==> config.mk <==
export PLATFORM = sky130hd
export DESIGN_NAME = decode_issue_buffer
export DESIGN_NICKNAME = d
export VERILOG_FILES = /design/src/rtl/decode_issue_buffer_pkg.sv /design/src/rtl/decode_issue_buffer_fifo.sv /design/src/rtl/decode_issue_buffer.sv
export SDC_FILE = /design/constraint.sdc
export NUM_CORES = 1
export LEC_CHECK = 0
export ABC_AREA = 1
export CAP_MARGIN = 25
export CORE_ASPECT_RATIO = 0.6
export CORE_UTILIZATION = 40
export DETAILED_ROUTE_END_ITERATION = 12
export SLEW_MARGIN = 5
export SYNTH_ARGS = -nofsm -noshare
export SYNTH_HDL_FRONTEND = slang
export SYNTH_HIERARCHICAL = 1
export SYNTH_SLANG_ARGS = --single-unit
export TNS_END_PERCENT = 30
==> constraint.sdc <==
create_clock -name clk_i -period 7.8 [get_ports clk_i]
set_input_delay 1.56 -clock clk_i [delete_from_list [all_inputs] [get_ports clk_i]]
set_output_delay 1.56 -clock clk_i [all_outputs]
set_load 0.1 [all_outputs]
==> src/rtl/decode_issue_buffer_pkg.sv <==
// Shared types for the decode/issue buffer: the decoded scoreboard entry and
// the buffer depth used at instantiation.
package decode_issue_buffer_pkg;

  localparam int unsigned DECODE_BUF_DEPTH = 4;

  typedef struct packed {
    logic [31:0] pc;
    logic [2:0]  trans_id;
    logic [3:0]  fu;
    logic [6:0]  op;
    logic [4:0]  rs1;
    logic [4:0]  rs2;
    logic [4:0]  rd;
    logic        valid;
  } scoreboard_entry_t;

endpackage

==> src/rtl/decode_issue_buffer_fifo.sv <==
// Circular-buffer storage: wrapping read/write pointers, occupancy counter,
// full/empty flags. Flush empties the buffer and blocks same-cycle push/pop.
module decode_issue_buffer_fifo #(
  parameter int unsigned  DATA_W = 8,
  parameter int unsigned  DEPTH  = 4,
  localparam int unsigned PTR_W  = $clog2(DEPTH)
) (
  input  logic              clk_i,
  input  logic              rst_i,
  input  logic              flush_i,
  input  logic              push_i,
  input  logic              pop_i,
  input  logic [DATA_W-1:0] data_i,
  output logic [DATA_W-1:0] data_o,
  output logic              full_o,
  output logic              empty_o,
  output logic [PTR_W:0]    count_o
);

  logic [DATA_W-1:0] mem_q [DEPTH];
  logic [PTR_W-1:0]  wr_ptr_q, wr_ptr_d;
  logic [PTR_W-1:0]  rd_ptr_q, rd_ptr_d;
  logic [PTR_W:0]    count_q, count_d;
  logic              do_push, do_pop;

  assign full_o  = (count_q == (PTR_W+1)'(DEPTH));
  assign empty_o = (count_q == '0);
  assign do_push = push_i && !full_o && !flush_i;
  assign do_pop  = pop_i && !empty_o && !flush_i;
  assign data_o  = mem_q[rd_ptr_q];
  assign count_o = count_q;

  // Pointers wrap naturally because DEPTH is a power of two.
  always_comb begin
    wr_ptr_d = wr_ptr_q;
    rd_ptr_d = rd_ptr_q;
    count_d  = count_q;
    if (flush_i) begin
      wr_ptr_d = '0;
      rd_ptr_d = '0;
      count_d  = '0;
    end else begin
      if (do_push) wr_ptr_d = wr_ptr_q + PTR_W'(1);
      if (do_pop)  rd_ptr_d = rd_ptr_q + PTR_W'(1);
      case ({do_push, do_pop})
        2'b10:   count_d = count_q + (PTR_W+1)'(1);
        2'b01:   count_d = count_q - (PTR_W+1)'(1);
        default: count_d = count_q;
      endcase
    end
  end

  always_ff @(posedge clk_i or posedge rst_i) begin
    if (rst_i) begin
      wr_ptr_q <= '0;
      rd_ptr_q <= '0;
      count_q  <= '0;
    end else begin
      wr_ptr_q <= wr_ptr_d;
      rd_ptr_q <= rd_ptr_d;
      count_q  <= count_d;
    end
  end

  // Entry storage carries no reset; the counter alone defines validity.
  always_ff @(posedge clk_i) begin
    if (do_push) mem_q[wr_ptr_q] <= data_i;
  end

endmodule

==> src/rtl/decode_issue_buffer.sv <==
// Elastic buffer between decode and issue; holds back presentation while a
// control-flow instruction handed to issue is still unresolved.
module decode_issue_buffer
  import decode_issue_buffer_pkg::*;
#(
  parameter int unsigned  DEPTH = DECODE_BUF_DEPTH,
  localparam int unsigned PTR_W = $clog2(DEPTH)
) (
  input  logic                                 clk_i,
  input  logic                                 rst_i,
  input  logic                                 flush_i,
  input  logic [$bits(scoreboard_entry_t)-1:0] decoded_instr_i,
  input  logic                                 decoded_instr_valid_i,
  input  logic                                 is_ctrl_flow_i,
  output logic                                 decoded_instr_ack_o,
  output logic [$bits(scoreboard_entry_t)-1:0] issue_instr_o,
  output logic                                 issue_instr_valid_o,
  output logic                                 issue_is_ctrl_flow_o,
  input  logic                                 issue_ack_i,
  input  logic                                 resolve_branch_i,
  output logic [PTR_W:0]                       count_o,
  output logic                                 branch_pending_o
);

  localparam int unsigned SBE_W   = $bits(scoreboard_entry_t);
  localparam int unsigned ENTRY_W = SBE_W + 1;

  typedef enum logic {IDLE, WAIT_RESOLVE} state_e;

  state_e             state_q, state_d;
  logic [ENTRY_W-1:0] head;
  logic               full, empty, pop;

  // Acceptance ignores issue_ack_i so a full buffer never accepts.
  assign decoded_instr_ack_o  = decoded_instr_valid_i && !full && !flush_i;
  assign issue_instr_valid_o  = !empty && (state_q == IDLE) && !flush_i;
  assign pop                  = issue_instr_valid_o && issue_ack_i;
  assign issue_is_ctrl_flow_o = head[ENTRY_W-1];
  assign issue_instr_o        = head[SBE_W-1:0];
  assign branch_pending_o     = (state_q == WAIT_RESOLVE);

  decode_issue_buffer_fifo #(
    .DATA_W (ENTRY_W),
    .DEPTH  (DEPTH)
  ) u_fifo (
    .clk_i   (clk_i),
    .rst_i   (rst_i),
    .flush_i (flush_i),
    .push_i  (decoded_instr_ack_o),
    .pop_i   (pop),
    .data_i  ({is_ctrl_flow_i, decoded_instr_i}),
    .data_o  (head),
    .full_o  (full),
    .empty_o (empty),
    .count_o (count_o)
  );

  // A resolve seen in IDLE belongs to an older branch and is dropped.
  always_comb begin
    state_d = state_q;
    case (state_q)
      IDLE:         if (pop && issue_is_ctrl_flow_o) state_d = WAIT_RESOLVE;
      WAIT_RESOLVE: if (resolve_branch_i) state_d = IDLE;
      default:      state_d = IDLE;
    endcase
    if (flush_i) state_d = IDLE;
  end

  always_ff @(posedge clk_i or posedge rst_i) begin
    if (rst_i) state_q <= IDLE;
    else       state_q <= state_d;
  end

endmodule

==> Word-level counts from Yosys, hierarchy flattened <==
Memory sizes are Yosys's and may differ from the RTL's.
Index checks and enable logic that the tools add are counted.
{ "word_totals": {"reg_bits": 8, "ramBits": 252, "inputBits": 69, "wordCells": 42, "n_memories": 1} }
{ "classes": {"addsub": 4, "n_eq_ne": 3, "n_mux": 12, "bitwise": 1, "reduce_logical": 17} }
{ "mem_list": {"columns": ["memory", "words", "width", "read_ports", "rd_ports_with_merged_regs", "write_ports", "line", "text"], "rows": [
  ["u_fifo.mem_q", 4, 63, 1, 0, 1, "decode_issue_buffer_fifo.sv:20", "logic [DATA_W-1:0] mem_q [DEPTH];"]
]} }
{ "op_table": {"columns": ["operator", "n"], "rows": [
  ["$logic_and A1 B1 Y1", 10],
  ["$mux W2", 4],
  ["$pmux W3 S2", 1],
  ["$mux W1", 5],
  ["$add A2 B1 Y2 const B", 2],
  ["$reduce_bool A2 Y1", 2],
  ["$add A3 B1 Y3 const B", 1],
  ["$eq A3 B3 Y1 const B", 1],
  ["$logic_not A1 Y1", 3],
  ["$logic_not A3 Y1", 1],
  ["$mux W3", 1],
  ["$reduce_bool A3 Y1", 1],
  ["$sub A3 B1 Y3 const B", 1],
  ["$eq A2 B1 Y1 const B", 1],
  ["$eq A2 B2 Y1 const B", 1],
  ["$pmux W1 S2", 1],
  ["$not A1 Y1", 1]
]} }

==> Longest topological paths before layout <==
Gate-level depths: netlist (run 1).
{ "logic_depth": {"ltp_word": 10, "depth_mapped": 16, "depth_no_buf": 16} }

==> Hierarchy <==
Netlist (run 1), hierarchy kept.
{ "modules_own_cells": {"columns": ["module", "n_inst", "cells_each", "area_per_inst_um2", "seq_area_each_um2"], "rows": [
  ["decode_issue_buffer_fifo", 1, 676, 9804.4, 7742.4],
  ["decode_issue_buffer", 1, 11, 81.3, 25.0]
]} }

==> Least setup slack after synthesis (run 1) <==
No wires, ideal clock.
{ "synth_path": {"path_kind": "input -> register", "from": "input port flush_i", "to": "memory u_fifo/mem_q[0][0] (netlist name), enable pin", "setup_time_ns": 0.484, "arrival_time_ns": 7.053, "t_required_ns": 7.316, "slack_ns": 0.263, "path_stages": 3, "cell_sequence": "nor3b_1 nand3_4 nor2_1"} }
{ "synth_between": {"elab_chain_len": 6} }
{ "synth_lines": {"columns": ["item", "line", "text"], "rows": [
  ["start: declaration", "decode_issue_buffer.sv:11", "input logic flush_i,"],
  ["$logic_not A1 Y1 (*)", "decode_issue_buffer_fifo.sv:28, decode_issue_buffer.sv:35", null],
  ["$logic_and A1 B1 Y1", "decode_issue_buffer.sv:35", "assign decoded_instr_ack_o = decoded_instr_valid_i && !full && !flush_i;"],
  ["$logic_and A1 B1 Y1", "decode_issue_buffer_fifo.sv:28", "assign do_push = push_i && !full_o && !flush_i;"],
  ["$logic_and A1 B1 Y1 (*)", "decode_issue_buffer_fifo.sv:28", null],
  ["$mux W1 (*)", "decode_issue_buffer_fifo.sv:67", "if (do_push) mem_q[wr_ptr_q] <= data_i;"],
  ["$mux W1 (not written as such) (*)", "decode_issue_buffer_fifo.sv:67", null],
  ["end: declaration", "decode_issue_buffer_fifo.sv:20", null]
]} }
Every way passes the cells marked *; elsewhere a longest branch is shown, timed or not.

==> Final worst setup path (run 1) <==
{ "layout_path": {"from": "register u_fifo.rd_ptr_q[0]", "to": "output port issue_instr_o[59]"} }
{ "layout_between": {"elab_chain_len": 1} }
{ "layout_lines": {"columns": ["item", "line", "text"], "rows": [
  ["start: declaration", "decode_issue_buffer_fifo.sv:22", "logic [PTR_W-1:0] rd_ptr_q, rd_ptr_d;"],
  ["start signal: assignment", "decode_issue_buffer_fifo.sv:60", "rd_ptr_q <= rd_ptr_d;"],
  ["$mem_v2 Z4 W63", null, null],
  ["end: declaration", "decode_issue_buffer.sv:16", "output logic [$bits(scoreboard_entry_t)-1:0] issue_instr_o,"]
]} }
Every way passes these cells.

==> impl_metrics.sql, run 1 <==
INSERT INTO impl_metrics (metric_group, metric, value, unit) VALUES
('clocking', 'tritoncts', 'built', ''),
('final_layout', 'drive_gt1_frac', '0.0766', ''),
('sta', 'report.final.hold_viol_count', '0', ''),
('yosys', 'post_synth_inst_count', '687', ''),
('yosys', 'ys.warnings.count', '6', ''),
('yosys', 'synthFlopType', 'edfxtp_1', ''),
('clocking', 'cts.sink_count', '260', ''),
('run_status', 'status', 'complete, no violations', ''),
('sta', 'slew_hr', '0.278', ''),
('grt', 'gr-usage-all-layers', '0.165', ''),
('final_layout', 'nets', '892', ''),
('sta', 'setup_tns', '0', 'ns'),
('setup_path', 'critical_path_peak_fanout', '82', ''),
('grt', 'grt_first_pass_wirelength', '31.9', 'mm'),
('clocking', 'cts.root.buffer_cell', 'clkbuf_16', ''),
('setup_path', 'crit_path_end_kind', 'primary output', ''),
('yosys', 'synth_seq_cells', '260', ''),
('yosys', 'avgSynthCellArea', '14.4', 'um2'),
('sta', 'timing.fmax', '174', 'MHz'),
('place', 'placedInstanceArea', '11500', 'um2'),
('detailed_routing', 'tritonroute_pass_1_iters', '4', ''),
('yosys', 'synth-edff-count', '252', ''),
('sta', 'min_period', '5.75', 'ns'),
('clocking', 'post_cts.resized_instances', '0', ''),
('yosys', 'ys_seq_area_frac', '0.786', ''),
('place', 'dp_hpwl', '10.9', 'mm'),
('sta', 'timing.final.max_slew_violations', '0', ''),
('place', 'gpl.final_weighted_congestion', '0.718', ''),
('detailed_routing', 'drt-vias-per-instance', '5.03', ''),
('floorplan', 'floorplan.die.height', '124', 'um'),
('yosys', 'synth_common_cells', 'edfxtp_1, nor2_1, o21ai_0', ''),
('grt', 'grt_max_degree', '83', ''),
('yosys', 'synthesis.area', '9890', 'um2'),
('final_layout', 'fillers', '2080', ''),
('sta', 'grt_setup_unrepaired', 'no', ''),
('clocking', 'htree_levels', '1', ''),
('yosys', 'synth_top_cell_area_share', '0.765', ''),
('grt', 'overflow', '0', ''),
('yosys', 'synth_fp_nets', '761', ''),
('grt', 'number_of_antenna_violations_at_the_first_check_in_global_routing', '0', ''),
('floorplan', 'number_of_cell_rows', '44', ''),
('floorplan', 'floorplan.initialDensity', '0.408', ''),
('setup_path', 'critical_path_required', '6.24', 'ns'),
('clocking', 'cts_post_setup_buffers_inserted', '0', ''),
('yosys', 'synth_top_cell_by_area', 'edfxtp_1', ''),
('final_layout', 'antenna_cells', '0', ''),
('floorplan', 'floorplan.die.width', '205', 'um'),
('setup_path', 'r2r-end', 'u_fifo/mem_q[0][0]$_DFFE_PP_', ''),
('run', 'max_cap_violations', '0', ''),
('floorplan', 'floorplan.die_area', '25400', 'um2'),
('power', 'power.density_cell_area', '315', 'nW/um2'),
('min_path', 'worstHoldPathCells', '1', ''),
('detailed_routing', 'postRouteAntennaNets', '0', ''),
('power', 'p_leak', '4.11', 'nW'),
('clocking', 'cts_max_path_buffers', '3', ''),
('detailed_routing', 'vias_after_detailed_routing', '5825', ''),
('min_path', 'worst_hold_path_type', 'reg2reg', ''),
('floorplan', 'design.portCount', '138', ''),
('sta', 'worst_pin_slew', '1.08', 'ns'),
('yosys', 'netlist-cell-type-count', '30', ''),
('min_path', 'timing.hold.worst.start', 'u_fifo/wr_ptr_q[0]$_DFFE_PP0P_', ''),
('grt', 'first_global_vias', '5630', ''),
('final_layout', 'areaGrowthSynthToFinish', '24.8', '%'),
('sta', 'setup_viol_count_final', '0', ''),
('yosys', 'synth-async-reset-ratio', '0.0308', ''),
('detailed_routing', 'totalWireLength', '20.7', 'mm'),
('detailed_routing', 'residual_drc_count', '0', ''),
('sta', 'fin_skew', '0.0193', 'ns'),
('setup_path', 'timing.critical_path.from_type', 'flop', ''),
('detailed_routing', 'wl_per_cell', '17.9', 'um'),
('detailed_routing', 'initialDrtViolationCount', '365', '');
==> report_power, final <==
part	switching (mW)	total [mW]	internal (mW)
combinational	0.836	1.07	0.237
sequential	0.0401	1.63	1.59
clock	0.497	1.18	0.686
total	1.37	3.89	2.51
==> kinds of logic (layout without fill, tap and decap cells) <==
logic type,after synthesis,after routing,share of synthesized area
adders and majority gates,5,5,0.00709
buffers and inverters,60,209,0.0297
DFF,260,260,0.786
AOI/OAI and AO/OA,199,199,0.110
xor gates and xnor gates,1,1,0.000886
and+or+nand+nor,162,162,0.0670
==> worst max path at each step <==
stage	endpoint	start
floorplan	u_fifo/mem_q[0][0]$_DFFE_PP_	flush_i
global placement	decoded_instr_ack_o	flush_i
detailed placement	decoded_instr_ack_o	flush_i
CTS	issue_instr_o[59]	u_fifo/rd_ptr_q[0]$_DFFE_PP0P_
global route	issue_instr_o[59]	u_fifo/rd_ptr_q[0]$_DFFE_PP0P_
finish	issue_instr_o[59]	u_fifo/rd_ptr_q[0]$_DFFE_PP0P_
==> per-layer routing <==
layer | track usage | vias to the layer above | share of wire | wire length (um)
met1 | 0.236 | 2851 | 0.49 | 10200
met4 | 0.0315 | 0 | 0.011 | 224
li1 | - | 2832 | - | -
met2 | 0.248 | 122 | 0.43 | 8860
met3 | 0.0518 | 20 | 0.068 | 1400
met5 | 0 | - | 0 | 0
==> cells in the final DEF (no fill, tap or decap), types with 8 or more instances in the layout <==
cell type and n:
buf_4 8, nand2_1 14, clkbuf_16 25, o21ai_1 10
clkinv_1 8, clkdlybuf4s50_1 137, o22ai_1 63, inv_1 15
nor2_1 126, edfxtp_1 252, o21ai_0 120
==> layout make-up <==
class                   instances  area (um2)  share of cell area
flip-flops and latches        260        7770               0.630
multi-input cells             367        1850               0.150
repair buffers                145        1430               0.116
clock buffers                  29         641              0.0519
well taps                     322         403              0.0326
clock inverters                16         153              0.0124
inverters                      19        87.6             0.00710
==> stage by stage <==
| stage | power (mW) | instances | hold slack (ns) | setup WS, ns | util |
|---|---|---|---|---|---|
| after floorplan | 2.47 | 687 | 0.512 | 0.263 | - |
| after global placement | 2.74 | 1113 | 0.558 | 2.32 | 0.477 |
| after detailed placement | 2.74 | 1113 | 0.554 | 2.26 | 0.477 |
| after CTS | 3.93 | 1158 | 0.563 | 2.02 | 0.510 |
| after global routing | 4.04 | 1158 | 0.589 | 1.77 | 0.510 |
| final | 3.89 | 1158 | 0.558 | 2.05 | 0.510 |
==> sequential cells by signal, summed over array words and instances (netlist names) <==
register / flops
branch_pending_o: 1
u_fifo/count_o: 3
u_fifo/wr_ptr_q: 2
u_fifo/rd_ptr_q: 2
u_fifo/mem_q: 252
==> worst max-delay path, cell delays in order (launching register included) <==
cell,delay (ns)
dfrtp_4,0.73
inv_4,0.74
buf_4,0.53
o21ai_0,0.14
o22ai_1,0.27
clkdlybuf4s50_1,1.19
Note: power is estimated with default switching activity, not from simulation.
==> inputs of run 2 (changes only) <==
clock period = 5.9 ns   (was 7.8 ns; I/O delays follow)
==> impl_metrics.sql, run 2 (synthesis gave the netlist of run 1 again) <==
INSERT INTO impl_metrics (metric_group, metric, value, unit) VALUES
('run_status', 'status', 'complete, no violations', ''),
('sta', 'timing.fmax', '198', 'MHz'),
('clocking', 'numCtsBuffers', '24', ''),
('floorplan', 'floorplan.die.width', '205', 'um'),
('sta', 'slew_hr', '0.284', ''),
('detailed_routing', 'totalWireLength', '21.8', 'mm'),
('power', 'peak_vdd_ir', '213', 'uV'),
('detailed_routing', 'drt-vias-per-instance', '5.12', ''),
('detailed_routing', 'vias_after_detailed_routing', '5940', ''),
('grt', 'grt_first_pass_wirelength', '33.0', 'mm'),
('sta', 'grt_setup_unrepaired', 'no', ''),
('sta', 'final_critical_path_share_of_the_clock_period', '0.858', ''),
('setup_path', 'critical_path_required', '4.72', 'ns'),
('clocking', 'cts_post_setup_buffers_inserted', '0', ''),
('sta', 'worst_pin_slew', '1.07', 'ns'),
('clocking', 'cts_max_path_buffers', '3', ''),
('clocking', 'cts.clk_slew.worst_paths', '0.06', 'ns'),
('floorplan', 'number_of_cell_rows', '44', ''),
('final_layout', 'drive_gt1_frac', '0.0847', ''),
('grt', 'first_global_vias', '5705', ''),
('place', 'dp_hpwl', '12.2', 'mm'),
('sta', 'timing.final.max_slew_violations', '0', ''),
('setup_path', 'worstPathArrival', '3.88', 'ns'),
('run', 'max_cap_violations', '0', ''),
('floorplan', 'design.portCount', '138', ''),
('sta', 'report.final.hold_viol_count', '0', ''),
('clocking', 'clk_latency', '0.51', 'ns'),
('floorplan', 'floorplan.initialDensity', '0.408', ''),
('sta', 'setup_tns', '0', 'ns'),
('place', 'gpl.final_weighted_congestion', '0.745', ''),
('setup_path', 'rr_worst_depth', '7', ''),
('clocking', 'cts.root.buffer_cell', 'clkbuf_16', ''),
('final_layout', 'areaGrowthSynthToFinish', '25.2', '%'),
('detailed_routing', 'wl_per_cell', '18.8', 'um'),
('setup_path', 'critical_path.cell_chain', 'inv_4, buf_4, o21ai_0, o22ai_1, clkdlybuf4s50_1', ''),
('power', 'p_int', '3.27', 'mW'),
('final_layout', 'end_of_flow_core_utilization', '0.511', ''),
('power', 'p_switching', '1.82', 'mW'),
('power', 'power.share.sequential', '0.423', ''),
('setup_path', 'critical_path_class', 'reg2out', ''),
('setup_path', 'timing.critical_path.slowest_cell_delay', '1.18', 'ns'),
('final_layout', 'nets', '894', ''),
('detailed_routing', 'postRouteAntennaNets', '0', ''),
('power', 'power.density_cell_area', '412', 'nW/um2'),
('setup_path', 'critical_path_peak_fanout', '77', ''),
('clocking', 'post_cts.resized_instances', '0', ''),
('power', 'power.share.combinational', '0.280', ''),
('final_layout', 'largest_register_ffs', '252', ''),
('setup_path', 'crit_path_end_kind', 'primary output', ''),
('place', 'port_buffers', '137', ''),
('power', 'clockPowerShare', '0.296', ''),
('clocking', 'cts_hold_buffers', '0', ''),
('floorplan', 'floorplan.die.height', '124', 'um'),
('final_layout', 'layout.cells.most_common', 'edfxtp_1', ''),
('power', 'switching_share', '0.357', ''),
('detailed_routing', 'tritonroute_pass_1_iters', '4', ''),
('power', 'p_leak', '4.12', 'nW'),
('floorplan', 'core_area', '24200', 'um2'),
('setup_path', 'timing.critical_path.from_type', 'flop', ''),
('detailed_routing', 'residual_drc_count', '0', ''),
('final_layout', 'fillers', '2068', ''),
('detailed_routing', 'initialDrtViolationCount', '352', ''),
('min_path', 'worst_hold_path_type', 'reg2reg', ''),
('final_layout', 'mostFrequentLayoutCells', 'edfxtp_1, clkdlybuf4s50_1, nor2_1', ''),
('grt', 'overflow', '0', ''),
('floorplan', 'floorplan.die_area', '25400', 'um2'),
('sta', 'setup_viol_count_final', '0', ''),
('min_path', 'worstHoldPathCells', '1', ''),
('sta', 'fin_skew', '0.0144', 'ns'),
('clocking', 'htree_levels', '1', ''),
('final_layout', 'registers.top_by_ff_count', 'u_fifo/mem_q', ''),
('grt', 'gr-usage-all-layers', '0.171', ''),
('sta', 'min_period', '5.06', 'ns'),
('clocking', 'tritoncts', 'built', ''),
('grt', 'number_of_antenna_violations_at_the_first_check_in_global_routing', '3', ''),
('clocking', 'cts.sink_count', '260', ''),
('grt', 'grt_max_degree', '78', ''),
('setup_path', 'critical-path-slowest-cell', 'clkdlybuf4s50_1', '');
-- run 2: cell types whose count changed in the layout (fill, tap and decap cells not counted), sizes merged --
cell	before	now
clkinv	11	15
buf	8	11
clkbuf	29	26
inv	20	18
bufinv	4	3
clkinvlp	0	1
diode	0	1
-- run 2: critical path, delay by kind of cell, from the launching register on --
family                 cells  cell delay, ns
flip-flops                 1            0.75
AO/OA/AOI/OAI              2            0.33
buffers and inverters      3            2.27
-- run 2: cell type report --
class / instances / area, um2 / area share
repair buffers: 148 / 1490 / 0.120
clock inverters: 18 / 138 / 0.0111
flip-flops and latches: 260 / 7770 / 0.628
inverters: 19 / 87.6 / 0.00708
well taps: 322 / 403 / 0.0325
multi-input cells: 367 / 1860 / 0.150
clock buffers: 26 / 629 / 0.0508
diodes: 1 / 2.50 / 0.000202
-- run 2: final timing paths --
check                      slack, ns                        endpoint                            from
max                             0.84               issue_instr_o[29]  u_fifo/rd_ptr_q[0]$_DFFE_PP0P_
max reg2reg                     3.15   u_fifo/mem_q[0][28]$_DFFE_PP_   u_fifo/count_o[1]$_DFFE_PP0P_
max in group asynchronous       4.62  u_fifo/rd_ptr_q[0]$_DFFE_PP0P_                           rst_i
min reg2reg                     0.58  u_fifo/wr_ptr_q[0]$_DFFE_PP0P_  u_fifo/wr_ptr_q[0]$_DFFE_PP0P_
min                             0.58  u_fifo/wr_ptr_q[0]$_DFFE_PP0P_  u_fifo/wr_ptr_q[0]$_DFFE_PP0P_
min in group asynchronous       0.86      branch_pending_o$_DFF_PP0_                           rst_i
-- run 2: metal layers --
metal  share of wire  track usage  up-vias
li1                -            -     2835
met1            0.49        0.252     2935
met2            0.42        0.249      140
met3           0.073       0.0510       30
met4           0.017       0.0356        0
met5               0            0        -
-- run 2: through the flow --
| stage | instances | area [um2] | setup slack (ns) | power [mW] | hold slack, ns |
|---|---|---|---|---|---|
| after floorplan | 687 | 9900 | 0.865 | 3.26 | 0.513 |
| after global placement | 1115 | 11600 | 1.36 | 3.63 | 0.579 |
| after detailed placement | 1115 | 11600 | 1.34 | 3.63 | 0.573 |
| after CTS | 1159 | 12300 | 0.798 | 5.14 | 0.585 |
| after global routing | 1160 | 12400 | 0.611 | 5.27 | 0.629 |
| final | 1161 | 12400 | 0.838 | 5.09 | 0.582 |
-- run 2: power by group through the flow --
stage          registers [mW]  logic, mW  clock network, mW
5_1_grt                  2.17       1.50               1.61
4_1_cts                  2.16       1.44               1.55
3_3_place_gp             2.20       1.43                  0
3_5_place_dp             2.20       1.43                  0
6_report                 2.16       1.43               1.51
2_1_floorplan            2.23       1.03                  0
==> inputs of run 3 (changes only) <==
CAP_MARGIN = 20   (was 25)
==> impl_metrics.sql, run 3 (synthesis gave the netlist of run 1 again) <==
INSERT INTO impl_metrics (metric_group, metric, value, unit) VALUES
('run_status', 'status', 'complete, no violations', ''),
('sta', 'timing.fmax', '196', 'MHz'),
('setup_path', 'timing.rr.start', 'u_fifo/count_o[1]$_DFFE_PP0P_', ''),
('sta', 'min_period', '5.10', 'ns'),
('setup_path', 'crit_path_end_kind', 'primary output', ''),
('min_path', 'timing.hold.worst.start', 'u_fifo/wr_ptr_q[0]$_DFFE_PP0P_', ''),
('sta', 'timing.final.max_slew_violations', '0', ''),
('clocking', 'cts_hold_buffers', '0', ''),
('floorplan', 'floorplan.die_area', '25400', 'um2'),
('place', 'gpl.final_weighted_congestion', '0.745', ''),
('clocking', 'cts_max_path_buffers', '3', ''),
('final_layout', 'registers.top_by_ff_count', 'u_fifo/mem_q', ''),
('clocking', 'cts.sink_count', '260', ''),
('run', 'max_cap_violations', '0', ''),
('power', 'power.share.sequential', '0.424', ''),
('power', 'power', '5.09', 'mW'),
('power', 'p_int', '3.27', 'mW'),
('detailed_routing', 'totalWireLength', '21.7', 'mm'),
('grt', 'number_of_antenna_violations_at_the_first_check_in_global_routing', '3', ''),
('power', 'peak_vdd_ir', '212', 'uV'),
('detailed_routing', 'tritonroute_pass_1_iters', '4', ''),
('min_path', 'worstHoldPathCells', '1', ''),
('min_path', 'worstHoldEndpoint', 'u_fifo/wr_ptr_q[0]$_DFFE_PP0P_', ''),
('power', 'clockPowerShare', '0.296', ''),
('setup_path', 'timing.critical_path.slowest_cell_delay', '1.18', 'ns'),
('grt', 'first_global_vias', '5705', ''),
('setup_path', 'timing.critical_path.from_type', 'flop', ''),
('floorplan', 'core_area', '24200', 'um2'),
('sta', 'slew_hr', '0.286', ''),
('clocking', 'htree_levels', '1', ''),
('setup_path', 'worstPathArrival', '3.92', 'ns'),
('detailed_routing', 'wl_per_cell', '18.7', 'um'),
('floorplan', 'floorplan.die.height', '124', 'um'),
('clocking', 'cts.root.buffer_cell', 'clkbuf_16', ''),
('final_layout', 'end_of_flow_core_utilization', '0.510', ''),
('floorplan', 'number_of_cell_rows', '44', ''),
('grt', 'gr-usage-all-layers', '0.171', ''),
('sta', 'final_critical_path_share_of_the_clock_period', '0.864', ''),
('floorplan', 'floorplan.die.width', '205', 'um'),
('clocking', 'clk_latency', '0.51', 'ns'),
('sta', 'fin_skew', '0.0182', 'ns'),
('sta', 'worst_pin_slew', '1.07', 'ns'),
('sta', 'report.final.hold_viol_count', '0', ''),
('final_layout', 'areaGrowthSynthToFinish', '24.9', '%'),
('setup_path', 'critical-path-slowest-cell', 'clkdlybuf4s50_1', ''),
('setup_path', 'critical_path.cell_chain', 'inv_4, buf_4, o21ai_0, o22ai_1, clkdlybuf4s50_1', ''),
('place', 'dp_hpwl', '12.2', 'mm'),
('sta', 'setup_viol_count_final', '0', ''),
('power', 'p_leak', '4.11', 'nW'),
('setup_path', 'setup.reg_to_reg.worst_slack', '3.14', 'ns'),
('sta', 'setup_tns', '0', 'ns'),
('power', 'power.density_cell_area', '412', 'nW/um2'),
('floorplan', 'floorplan.initialDensity', '0.408', ''),
('detailed_routing', 'postRouteAntennaNets', '0', ''),
('clocking', 'post_cts.resized_instances', '0', ''),
('setup_path', 'rr_worst_depth', '7', ''),
('detailed_routing', 'drt-vias-per-instance', '5.08', ''),
('detailed_routing', 'vias_after_detailed_routing', '5894', ''),
('detailed_routing', 'initialDrtViolationCount', '322', ''),
('power', 'p_switching', '1.82', 'mW'),
('setup_path', 'critical_path_peak_fanout', '77', ''),
('min_path', 'worst_hold_path_type', 'reg2reg', ''),
('setup_path', 'cp_buf_inv_count', '3', ''),
('final_layout', 'nets', '893', ''),
('place', 'port_buffers', '137', ''),
('clocking', 'tritoncts', 'built', ''),
('final_layout', 'layout.cells.most_common', 'edfxtp_1', ''),
('setup_path', 'r2r-end', 'u_fifo/mem_q[3][18]$_DFFE_PP_', ''),
('power', 'switching_share', '0.357', ''),
('detailed_routing', 'residual_drc_count', '0', ''),
('final_layout', 'largest_register_ffs', '252', ''),
('grt', 'grt_first_pass_wirelength', '33.0', 'mm'),
('final_layout', 'mostFrequentLayoutCells', 'edfxtp_1, clkdlybuf4s50_1, nor2_1', ''),
('floorplan', 'design.portCount', '138', ''),
('power', 'power.share.combinational', '0.280', ''),
('setup_path', 'critical_path_required', '4.72', 'ns'),
('sta', 'grt_setup_unrepaired', 'no', ''),
('setup_path', 'critical_path.top_delay_family', 'buffers and inverters', ''),
('clocking', 'cts_post_setup_buffers_inserted', '0', ''),
('sta', 'post-route-worst-setup-slack', '0.803', 'ns'),
('clocking', 'numCtsBuffers', '24', ''),
('place', 'preCtsSetupSlack', '1.34', 'ns'),
('grt', 'grt_max_degree', '78', ''),
('final_layout', 'drive_gt1_frac', '0.0836', ''),
('setup_path', 'critical_path_class', 'reg2out', ''),
('grt', 'overflow', '0', ''),
('clocking', 'cts.clk_slew.worst_paths', '0.06', 'ns');
## run 3: cell types whose count changed in the layout (fill, tap and decap cells not counted)
cell | previous run | this run
buf_16 | 1 | 0
## run 3: layout make-up
type | instances | area, um2
Antenna cell | 1 | 2.50
Clock buffer | 26 | 629
Clock inverter | 18 | 138
Fill cell | 2072 | 11900
Inverter | 19 | 87.6
Multi-Input combinational cell | 367 | 1860
Sequential cell | 260 | 7770
Tap cell | 322 | 403
Timing Repair Buffer | 147 | 1460
## run 3: how the worst max path moves through the flow
stage / from / to / slack (ns) / depth (start not counted)
3_3_place_gp: u_fifo/rd_ptr_q[0]$_DFFE_PP0P_ / issue_instr_o[52] / 1.36 / 5
3_5_place_dp: flush_i / decoded_instr_ack_o / 1.34 / 3
5_1_grt: u_fifo/rd_ptr_q[0]$_DFFE_PP0P_ / issue_instr_o[29] / 0.61 / 5
4_1_cts: u_fifo/rd_ptr_q[0]$_DFFE_PP0P_ / issue_instr_o[17] / 0.80 / 5
2_1_floorplan: u_fifo/count_o[1]$_DFFE_PP0P_ / u_fifo/mem_q[0][0]$_DFFE_PP_ / 0.86 / 6
6_report: u_fifo/rd_ptr_q[0]$_DFFE_PP0P_ / issue_instr_o[29] / 0.80 / 5
## run 3: stage by stage
step | std cells | cell area (um2) | hold slack, ns
6_report | 1160 | 12400 | 0.581
3_3_place_gp | 1115 | 11600 | 0.579
2_1_floorplan | 687 | 9900 | 0.513
4_1_cts | 1159 | 12300 | 0.585
5_1_grt | 1159 | 12300 | 0.629
3_5_place_dp | 1115 | 11600 | 0.573
## run 3: routing by layer
metal / track usage / part of all wire / vias to the layer above
met3: 0.0510 / 0.082 / 28
li1: - / - / 2832
met2: 0.249 / 0.42 / 150
met5: 0 / 0 / -
met1: 0.252 / 0.48 / 2884
met4: 0.0356 / 0.017 / 0
## run 3: power by group through the flow
stage               Clock [mW]  Combinational [mW]  Sequential, mW
global route              1.61                1.50            2.17
detailed placement           0                1.43            2.20
global placement             0                1.43            2.20
finish                    1.51                1.43            2.16
floorplan                    0                1.03            2.23
CTS                       1.55                1.44            2.16
